[src/rtl/alu_core.sv]
// alu_core: responder end of the ALU operation interface.
// Commands are latched in stage1, computed and written into a small result
// FIFO in stage2, and handed back in accept order over a valid/ready channel.
module alu_core #(
  parameter int DEPTH = 4,
  parameter int CNT_W = 8
) (
  input  logic             clk,
  input  logic             rst_n,
  input  logic             cmd_valid,
  output logic             cmd_ready,
  input  logic [2:0]       cmd_op,
  input  logic [15:0]      cmd_a,
  input  logic [15:0]      cmd_b,
  output logic             rsp_valid,
  input  logic             rsp_ready,
  output logic [15:0]      rsp_result,
  output logic             rsp_error,
  output logic             busy,
  output logic [CNT_W-1:0] err_count
);

  localparam int PW = $clog2(DEPTH);
  localparam int CW = PW + 1;

  localparam logic [2:0] OP_ADD   = 3'd0;
  localparam logic [2:0] OP_SUB   = 3'd1;
  localparam logic [2:0] OP_PASSA = 3'd2;
  localparam logic [2:0] OP_PASSB = 3'd3;
  localparam logic [2:0] OP_NEGA  = 3'd4;

  logic          ready_en;
  logic          s1_valid;
  logic [2:0]    s1_op;
  logic [15:0]   s1_a;
  logic [15:0]   s1_b;
  logic [15:0]   s2_result;
  logic          s2_error;
  logic [15:0]   mem_res [DEPTH];
  logic          mem_err [DEPTH];
  logic [PW-1:0] wr_ptr;
  logic [PW-1:0] rd_ptr;
  logic [CW-1:0] fifo_count;
  logic [CW-1:0] occupancy;
  logic          accept;
  logic          push;
  logic          pop;

  // Holds cmd_ready low until the first edge after reset release.
  always_ff @(posedge clk or negedge rst_n) begin
    if (!rst_n) ready_en <= 1'b0;
    else        ready_en <= 1'b1;
  end

  // Stage1 is counted as occupied so a later push can never overflow the FIFO;
  // a pop in the same cycle is deliberately not credited.
  assign occupancy = fifo_count + CW'(s1_valid);
  assign cmd_ready = ready_en & (occupancy < CW'(DEPTH));
  assign accept    = cmd_valid & cmd_ready;
  assign push      = s1_valid;
  assign pop       = rsp_valid & rsp_ready;

  // Stage1: capture the accepted command.
  always_ff @(posedge clk or negedge rst_n) begin
    if (!rst_n) begin
      s1_valid <= 1'b0;
      s1_op    <= '0;
      s1_a     <= '0;
      s1_b     <= '0;
    end else begin
      s1_valid <= accept;
      if (accept) begin
        s1_op <= cmd_op;
        s1_a  <= cmd_a;
        s1_b  <= cmd_b;
      end
    end
  end

  // Stage2 arithmetic, modulo 2^16; undefined opcodes yield zero with error set.
  always_comb begin
    s2_result = '0;
    s2_error  = 1'b0;
    case (s1_op)
      OP_ADD:   s2_result = s1_a + s1_b;
      OP_SUB:   s2_result = s1_a - s1_b;
      OP_PASSA: s2_result = s1_a;
      OP_PASSB: s2_result = s1_b;
      OP_NEGA:  s2_result = 16'h0000 - s1_a;
      default:  s2_error  = 1'b1;
    endcase
  end

  // FIFO storage; contents are only observable through the valid-gated head.
  always_ff @(posedge clk) begin
    if (push) begin
      mem_res[wr_ptr] <= s2_result;
      mem_err[wr_ptr] <= s2_error;
    end
  end

  // FIFO pointers and count; DEPTH is a power of two so pointers wrap naturally.
  always_ff @(posedge clk or negedge rst_n) begin
    if (!rst_n) begin
      wr_ptr     <= '0;
      rd_ptr     <= '0;
      fifo_count <= '0;
    end else begin
      if (push) wr_ptr <= wr_ptr + PW'(1);
      if (pop)  rd_ptr <= rd_ptr + PW'(1);
      case ({push, pop})
        2'b10:   fifo_count <= fifo_count + CW'(1);
        2'b01:   fifo_count <= fifo_count - CW'(1);
        default: fifo_count <= fifo_count;
      endcase
    end
  end

  // Saturating count of illegal opcodes, bumped when the result is written.
  always_ff @(posedge clk or negedge rst_n) begin
    if (!rst_n)                                  err_count <= '0;
    else if (push && s2_error && (err_count != '1)) err_count <= err_count + CNT_W'(1);
  end

  assign rsp_valid  = (fifo_count != '0);
  assign rsp_result = rsp_valid ? mem_res[rd_ptr] : 16'h0000;
  assign rsp_error  = rsp_valid ? mem_err[rd_ptr] : 1'b0;
  assign busy       = s1_valid | (fifo_count != '0);

endmodule

[config.mk]
export PLATFORM = sky130hd
export DESIGN_NAME = alu_core
export DESIGN_NICKNAME = d
export VERILOG_FILES = /design/src/rtl/alu_core.sv
export SDC_FILE = /design/constraint.sdc
export NUM_CORES = 1
export LEC_CHECK = 0
export CAP_MARGIN = 10
export CELL_PAD_IN_SITES_DETAIL_PLACEMENT = 0
export CELL_PAD_IN_SITES_GLOBAL_PLACEMENT = 1
export CORE_ASPECT_RATIO = 1.5
export CORE_MARGIN = 2
export CORE_UTILIZATION = 36
export CTS_BUF_LIST = sky130_fd_sc_hd__clkbuf_2 sky130_fd_sc_hd__clkbuf_4 sky130_fd_sc_hd__clkbuf_8
export DETAILED_ROUTE_END_ITERATION = 7
export PLACE_DENSITY = 0.74
export SYNTH_ARGS = -nofsm -noshare
export SYNTH_HDL_FRONTEND = slang
export SYNTH_SLANG_ARGS = --single-unit
[constraint.sdc]
create_clock -name clk -period 8.75 [get_ports clk]
set_input_delay 0.875 -clock clk [delete_from_list [all_inputs] [get_ports clk]]
set_output_delay 0.875 -clock clk [all_outputs]
set_load 0.01 [all_outputs]
==> run metrics, run 1 <==
status completed; Power per Cell Area 461 nW/um2; number of global-route vias before repair 4,438; layout cells sized above 1 0.164; Synth area leaders edfxtp_1 (31%), dfrtp_1 (20%), mux2_2 (6.2%), mux4_2 (5.9%), ha_1 (4.4%); maxcap violations 0; core area 17,900 um2; Combinational Power Share 0.534; count of flip-flops with a built-in enable after synthesis 68; Final Critical Period 4.02 ns; CP max-delay cell dfrtp_1; largest fanout on the critical path 20; Setup Viol. Count Final 0; critical path type reg -> reg; Int Pwr 2130 uW; Max VDD drop 0.170 mV; dominant synthesized flop cell edfxtp_1; DIE AREA 19,200 um2; via count 4,406; Mapped Cells 538; Distinct cells, synth 67; mapped cell area 6510 um2; Worst Hold Class reg -> reg; Switching Power 1480 uW; Worst slew margin 0.406; post-CTS setup-driven buffer insertion count 0; Clock Power Share 0.164; Leak 0.00298 uW; drt via density 5.28; cell taking the most area after synthesis edfxtp_1; asr flop ratio synth 0.433; Flop pwr share 0.302; Starting Density 0.364; Yosys warnings 0; clk sinks 120; Initial DRT Pass Iterations 5; Routed Antenna Nets 0; Setup TNS Final 0 ns; Seq/Total Area, Yosys 0.513; CTS clock-pin slew for the worst setup and hold paths 0.08 ns; io pins 67; sw frac 0.410; final hold violations 0; RSZ-0062 raised after global routing no; Arrival @ worst endpoint 4.28 ns; layout net count 668; CP required 9.01 ns; H-Tree Depth 4; max frequency 249 MHz; initial antenna violation count 0; TritonCTS clock tree built; Final GP Congestion 0.928; DRC 0; Cell Rows 60; Root Buffer clkbuf_8; Area growth syn-to-layout 20.5%; Worst Setup Start Kind flop; crit-path max cell delay 0.62 ns; initial drt markers 365; Yosys top cell area share 0.314; HPWL Detailed 10,400 um; global-route wire length before repair 22,800 um; Slew @ Worst Pin 0.891 ns; syn avg cell area 12.1 um2; CTS resizes 0; Synth top cells by count edfxtp_1 (68), dfrtp_1 (52), nand2_1 (40); All-Layer GR Usage 0.153; worst-case clock buffer depth 2; Final period util 0.459; port buffer count 66; Crit. End Element flop; fin worst setup slack 4.73 ns; pin count of the biggest net entering global routing 53; grt ovf 0; fillers 1,662; Yosys reg bits 120; number of hold buffers added after CTS 0; Final Skew 0.0132 ns; worst slack at placement 4.82 ns; DR WL/cell 16.8 um; most numerous cell in the Yosys netlist edfxtp_1; worst skew pair latency 0.43 ns; cts bufs inserted 17; DIE WIDTH 114 um; Critical Path, Cell by Cell nor2_1 -> nand2_1 -> o21ai_0 -> fa_1 -> nor2b_4 -> o31a_1 -> o32ai_4 -> o22ai_2 -> or4_1 -> nand3_1; ant diodes 0; Synthesized Nets 602; die height 169 um; Max Slew Vio Count 0; total wire length 14,000 um
metrics by stage:
stage                     cells  hold WS (ns)  power (uW)  instance area (um2)   util
final                       834         0.506        3610                 7850  0.439
after global routing        834         0.538        3890                 7850  0.439
after CTS                   834         0.513        3630                 7850  0.439
after detailed placement    802         0.497        3030                 7370  0.413
after global placement      802         0.484        2970                 7370  0.413
after floorplan             538         0.473        2470                 6510      -
critical path: cells and delay by family (launching register included):
kind / cells / cell delay (ns)
flops: 1 / 0.62
simple gates: 5 / 1.69
fa+ha+maj: 1 / 0.31
compound gates: 4 / 1.24
logic make-up after synthesis:
family | synth area share
adder cells (fa/ha/maj) | 0.0503
buffers and inverters | 0.0238
AO/OA/AOI/OAI | 0.112
flip-flops | 0.513
XOR/XNOR | 0.0484
multiplexers | 0.126
other | 0.000576
AND/OR/NAND/NOR | 0.126
worst paths after layout:
check / depth (start not counted) / end / slack [ns] / startpoint
setup / recovery: 10 / mem_res[2][12]$_DFFE_PP_ / 4.73 / s1_op[1]$_DFFE_PN0P_
hold / removal: 1 / err_count[6]$_DFFE_PN0P_ / 0.51 / err_count[6]$_DFFE_PN0P_
setup reg to reg: 10 / mem_res[2][12]$_DFFE_PP_ / 4.73 / s1_op[1]$_DFFE_PN0P_
hold reg to reg: 1 / err_count[6]$_DFFE_PN0P_ / 0.51 / err_count[6]$_DFFE_PN0P_
max in group asynchronous: 2 / s1_b[6]$_DFFE_PN0P_ / 7.73 / rst_n
min in group asynchronous: 2 / fifo_count[1]$_DFFE_PN0P_ / 0.56 / rst_n
power groups by stage:
stage / Clock (uW) / Combinational [uW] / Sequential (uW)
5_1_grt: 633 / 2140 / 1120
3_3_place_gp: 0 / 1880 / 1090
3_5_place_dp: 0 / 1920 / 1100
6_report: 594 / 1930 / 1090
4_1_cts: 606 / 1930 / 1090
2_1_floorplan: 0 / 1460 / 1010
cells in the final DEF, fill, tap and decap left out, types with 4 or more instances in the layout:
cell type / instances
xnor2_1: 18
o22ai_1: 4
a31oi_1: 4
nor3_1: 14
bufinv_16: 5
a21oi_1: 17
mux2_2: 36
inv_6: 4
nand2b_1: 10
clkdlybuf4s50_1: 65
xor2_1: 18
nand4b_1: 4
and2_1: 25
clkbuf_8: 17
or3_1: 5
a21o_1: 5
mux4_2: 17
nand3_1: 7
edfxtp_1: 68
dfrtp_1: 52
nand4_1: 5
nand2_1: 40
o31ai_1: 4
inv_1: 16
a22oi_1: 10
a21boi_0: 4
ha_1: 23
nor2b_1: 4
o21ai_0: 24
buf_4: 4
nor2_1: 29
flip-flops by register name (all words and copies together) (netlist names):
signal / cells
err_count: 8
fifo_count: 3
mem_err: 4
mem_res: 64
push: 1
rd_ptr: 2
ready_en: 1
s1_a: 16
s1_b: 16
s1_op: 3
wr_ptr: 2
area by class of cell:
class	count	area [um2]	share of cell area
inverter	16	60.1	0.00765
multi-input combinational	379	3010	0.384
sequential	120	3340	0.426
clock buffer	17	234	0.0298
tap	217	272	0.0346
clock inverter	15	239	0.0305
timing repair buffer	70	686	0.0874
layer usage:
layer,track usage,routed length [um],vias up
met1,0.176,5640,2124
met2,0.275,7410,128
met3,0.0308,549,24
li1,-,-,2130
met4,0.0652,399,0
met5,0,0,-
Note: power is estimated with default switching activity, not from simulation.
==> run 2: changes to the inputs <==
==> constraint.sdc (replaced) <==
create_clock -name clk -period 4.05 [get_ports clk]
set_input_delay 0.405 -clock clk [delete_from_list [all_inputs] [get_ports clk]]
set_output_delay 0.405 -clock clk [all_outputs]
set_load 0.01 [all_outputs]
==> run 2 against run 1 <==
Compared with the run above: combinational power rose by 120%; utilization is 0.28 points lower; register-to-register slack lost 4.4 ns; design area fell by 0.64%; sequential power grew 110%; setup slack got worse by 4.4 ns; total power rose by 110%; via count grew 1.9%; sequential share of layout area up 0.27 points; non-clock buffer count increased by 6; clock power grew 73%; largest cell class unchanged.
==> run metrics, run 2 (synthesis gave the netlist of run 1 again) <==
largest fanout on the critical path 8; global-route wire length before repair 23,800 um; Slew @ Worst Pin 0.922 ns; Cell Rows 60; Int Pwr 4400 uW; total wire length 14,800 um; routed wl met2 8040 um; Setup Viol. Count Final 0; highest metal used met4; Min Hold Slack 0.459 ns; CTS clock-pin slew for the worst setup and hold paths 0.09 ns; Max Slew Vio Count 0; Clock Power Share 0.135; crit path capture mem_res[2][10]$_DFFE_PP_; wl on met1 6170 um; io pins 67; Final Critical Period 3.69 ns; ant diodes 0; Starting Density 0.364; Routed Antenna Nets 0; most common cell after layout, fill and taps aside edfxtp_1; wire length on met3 478 um; layout cells sized above 1 0.170; die height 169 um; CTS resizes 0; drt via density 5.34; Combinational Power Share 0.560; cts bufs inserted 17; Largest Register mem_res; sw frac 0.425; TritonCTS clock tree built; Final period util 0.911; CP required 4.18 ns; Initial DRT Pass Iterations 5; Switching Power 3250 uW; Largest regs mem_res: 64 flops, s1_a: 16 flops, s1_b: 16 flops; initial drt markers 198; Post-Place Cell Area 7410 um2; max frequency 271 MHz; Leak 0.00296 uW; clk sinks 120; worst slack at placement 0.438 ns; worst skew pair latency 0.44 ns; DRC 0; Area growth syn-to-layout 19.7%; most frequent cells in the layout edfxtp_1 (68), clkdlybuf4s50_1 (65), dfrtp_1 (52); RR Startpoint s1_op[1]$_DFFE_PN0P_; DR WL/cell 17.7 um; worst-case clock buffer depth 2; R2R cell count 11; H-Tree Depth 4; fin worst setup slack 0.361 ns; maxcap violations 0; DIE AREA 19,200 um2; Arrival @ worst endpoint 3.82 ns; via count 4,488; layout net count 674; critical path type reg -> reg; RSZ-0062 raised after global routing no; Max VDD drop 0.377 mV; DIE WIDTH 114 um; Final GP Congestion 0.804; RR Endpoint mem_res[2][10]$_DFFE_PP_; Critical Path Source s1_op[1]$_DFFE_PN0P_; port buffer count 66; pin count of the biggest net entering global routing 37; initial antenna violation count 0; design area 7800 um2; Crit. End Element flop; Worst Setup Start Kind flop; Flop pwr share 0.305; Setup TNS Final 0 ns; All-Layer GR Usage 0.160; HPWL Detailed 10,900 um; Power per Cell Area 981 nW/um2; final hold violations 0; Worst slew margin 0.385; Largest register FFs 64; number of global-route vias before repair 4,528; Final Skew 0.0178 ns; core area 17,900 um2; Reg2Reg Setup Slack 0.36 ns; status completed; Root Buffer clkbuf_8; grt ovf 0; Worst Hold Class in -> async
-- run 2: cell count changes in the layout (fill, tap and decap cells not counted) --
cell	previous run	this run
clkinv_2	1	3
bufinv_16	5	1
clkinvlp_4	0	2
buf_4	4	9
dlygate4sd3_1	0	1
inv_8	2	1
inv_6	4	5
-- run 2: how the worst min path moves through the flow --
stage               startpoint                        end  slack, ns  cells after the start
floorplan                rst_n   err_count[0]$_DFFE_PN0P_       0.11                      0
global placement         rst_n  fifo_count[1]$_DFFE_PN0P_       0.39                      1
detailed placement       rst_n  fifo_count[2]$_DFFE_PN0P_       0.40                      1
CTS                      rst_n   err_count[0]$_DFFE_PN0P_       0.45                      2
global route             rst_n   err_count[0]$_DFFE_PN0P_       0.49                      2
finish                   rst_n   err_count[0]$_DFFE_PN0P_       0.46                      2
-- run 2: through the flow --
stage / instances / power [uW] / utilization
global placement: 807 / 6550 / 0.415
finish: 840 / 7650 / 0.436
floorplan: 538 / 5340 / -
detailed placement: 807 / 6630 / 0.415
global route: 840 / 8250 / 0.436
CTS: 840 / 7700 / 0.436
-- run 2: timing repair --
| action | 4_1_cts | 5_1_grt |
|---|---|---|
| endpoints found under the hold margin | 21 | 0 |
| setup buffers | 0 | 0 |
| hold buffers | 1 | 0 |
-- run 2: power groups by stage --
stage | Sequential [uW] | Clock [uW] | Combinational (uW)
after global placement | 2330 | 0 | 4220
after global routing | 2390 | 1110 | 4760
after detailed placement | 2360 | 0 | 4280
final | 2330 | 1030 | 4290
after floorplan | 2190 | 0 | 3150
after CTS | 2330 | 1060 | 4310
-- run 2: critical path, stage by stage (launching register included) --
cell	delay (ns)
dfrtp_1	0.41
nor2_1	0.12
buf_4	0.20
and2_0	0.39
nor2_1	0.11
xnor2_1	0.15
ha_1	0.33
nor2b_4	0.16
o31a_1	0.30
o32ai_4	0.34
o22ai_2	0.21
o32ai_1	0.67
-- run 2: metal layers --
metal	vias up	global-route usage
met4	0	0.0435
met2	86	0.295
met3	12	0.0294
met1	2240	0.190
met5	-	0
li1	2150	-
-- run 2: final cells by class --
cell class / count / area (um2)
Tap cell: 217 / 272
Multi-Input combinational cell: 379 / 3010
Inverter: 16 / 60.1
Sequential cell: 120 / 3340
Timing Repair Buffer: 76 / 733
Clock buffer: 17 / 234
Fill cell: 1693 / 10100
Clock inverter: 15 / 141
==> run 3: changes to the inputs <==
--- a/config.mk
+++ b/config.mk
@@ -9,7 +9,7 @@
 export CELL_PAD_IN_SITES_DETAIL_PLACEMENT = 0
 export CELL_PAD_IN_SITES_GLOBAL_PLACEMENT = 1
 export CORE_ASPECT_RATIO = 1.5
-export CORE_MARGIN = 2
+export CORE_MARGIN = 1
 export CORE_UTILIZATION = 36
 export CTS_BUF_LIST = sky130_fd_sc_hd__clkbuf_2 sky130_fd_sc_hd__clkbuf_4 sky130_fd_sc_hd__clkbuf_8
 export DETAILED_ROUTE_END_ITERATION = 7
==> run 3 against run 2 <==
Compared with the run above: the run now ends with DRC left; sequential share of layout area shrank 0.13 points; non-clock buffer count is 1 lower; global-route usage up 0.19 points; utilization is 1.1 points higher; setup slack improved by 0.14 ns.
==> run metrics, run 3 (synthesis gave the netlist of run 1 again) <==
Largest register FFs 64; core area 17,500 um2; Cell Rows 59; Post-Place Cell Area 7410 um2; initial antenna violation count 0; RSZ-0062 raised after global routing no; drt via density 5.33; CTS clock-pin slew for the worst setup and hold paths 0.08 ns; CP max-delay cell dfrtp_1; ant diodes 0; Area growth syn-to-layout 20.1%; Final Critical Period 3.55 ns; Max VDD drop 0.390 mV; Setup TNS Final 0 ns; Critical Path Source s1_b[1]$_DFFE_PN0P_; total wire length 14,500 um; Final period util 0.877; die height 167 um; worst-case clock buffer depth 2; Reg2Reg Setup Slack 0.50 ns; via count 4,448; HPWL Detailed 10,700 um; pin count of the biggest net entering global routing 53; initial drt markers 242; DR WL/cell 17.4 um; RR Startpoint s1_b[1]$_DFFE_PN0P_; most frequent cells in the layout edfxtp_1 (68), clkdlybuf4s50_1 (65), dfrtp_1 (52); CP required 4.24 ns; Largest Register mem_res; R2R cell count 13; Worst slew margin 0.378; layout net count 673; cts bufs inserted 17; clk sinks 120; Setup Viol. Count Final 0; Critical Path, Cell by Cell inv_1 -> ha_1 -> nor2b_1 -> nand3b_1 -> or3_1 -> o31ai_1 -> xor2_1 -> ha_1 -> a21oi_1 -> a21bo_2 -> a31oi_1 -> a21boi_0 -> o31ai_1; H-Tree Depth 4; maxcap violations 0; DIE WIDTH 112 um; number of global-route vias before repair 4,412; Crit. End Element flop; Routed Antenna Nets 0; Leak 0.00297 uW; global-route wire length before repair 23,300 um; design area 7820 um2; max frequency 281 MHz; layout cells sized above 1 0.169; DRC 3; critical path type reg -> reg; Final Skew 0.0129 ns; crit-path max cell delay 0.41 ns; Final GP Congestion 0.820; Slew @ Worst Pin 0.933 ns; worst skew pair latency 0.43 ns; Worst Setup Start Kind flop; All-Layer GR Usage 0.162; Max Slew Vio Count 0; number of hold buffers added after CTS 0; Power per Cell Area 986 nW/um2; DIE AREA 18,600 um2; grt ovf 0; Root Buffer clkbuf_8; Starting Density 0.372; largest fanout on the critical path 4; Largest regs mem_res: 64 flops, s1_a: 16 flops, s1_b: 16 flops; TritonCTS clock tree built; failing checks DRC; io pins 67; CTS resizes 0; Initial DRT Pass Iterations 7; Arrival @ worst endpoint 3.74 ns; port buffer count 66; RR Endpoint mem_res[3][13]$_DFFE_PP_; Worst Hold Class in -> async; post-CTS setup-driven buffer insertion count 0; final hold violations 0; most common cell after layout, fill and taps aside edfxtp_1; status finished, violations left
run 3: where the power goes:
group          switching [uW]  internal (uW)  total [uW]
clock network             517            620        1140
logic                    2270           1970        4240
registers                 413           1920        2330
run 3: per-layer routing:
metal | vias up | wire (um) | track usage
li1 | 2142 | - | -
met1 | 2171 | 5880 | 0.186
met2 | 110 | 7790 | 0.293
met3 | 25 | 506 | 0.0287
met4 | 0 | 317 | 0.0711
met5 | - | 0 | 0
run 3: worst max-delay path by stage:
stage                               end  slack, ns  cells past startpoint
2_1_floorplan  mem_res[0][15]$_DFFE_PP_       0.90                     14
4_1_cts        mem_res[3][13]$_DFFE_PP_       0.52                     13
5_1_grt        mem_res[0][13]$_DFFE_PP_       0.23                     13
6_report       mem_res[3][13]$_DFFE_PP_       0.50                     13
3_5_place_dp   mem_res[0][13]$_DFFE_PP_       0.54                     13
3_3_place_gp   mem_res[0][12]$_DFFE_PP_       0.55                     11
run 3: cell type report:
class / instances / area [um2]
Clock buffer: 18 / 241
Clock inverter: 14 / 173
Fill cell: 1586 / 9670
Inverter: 16 / 60.1
Multi-Input combinational cell: 379 / 3010
Sequential cell: 120 / 3340
Tap cell: 213 / 267
Timing Repair Buffer: 75 / 723
run 3: per-stage QoR:
step	power, uW	utilization	hold WS, ns	worst slack (ns)	cells
2_1_floorplan	5340	-	0.109	0.905	538
4_1_cts	7760	0.447	0.0812	0.516	835
3_3_place_gp	6500	0.423	0.487	0.550	803
3_5_place_dp	6580	0.423	0.498	0.538	803
5_1_grt	8290	0.447	0.102	0.230	835
6_report	7710	0.447	0.0583	0.497	835
run 3: critical path, delay by kind of cell, from the launching register on:
| kind | cells | cell delay [ns] |
|---|---|---|
| xor+xnor | 1 | 0.17 |
| flops | 1 | 0.41 |
| simple gates | 3 | 0.78 |
| buf+inv | 1 | 0.08 |
| compound gates | 6 | 1.41 |
| fa+ha+maj | 2 | 0.43 |
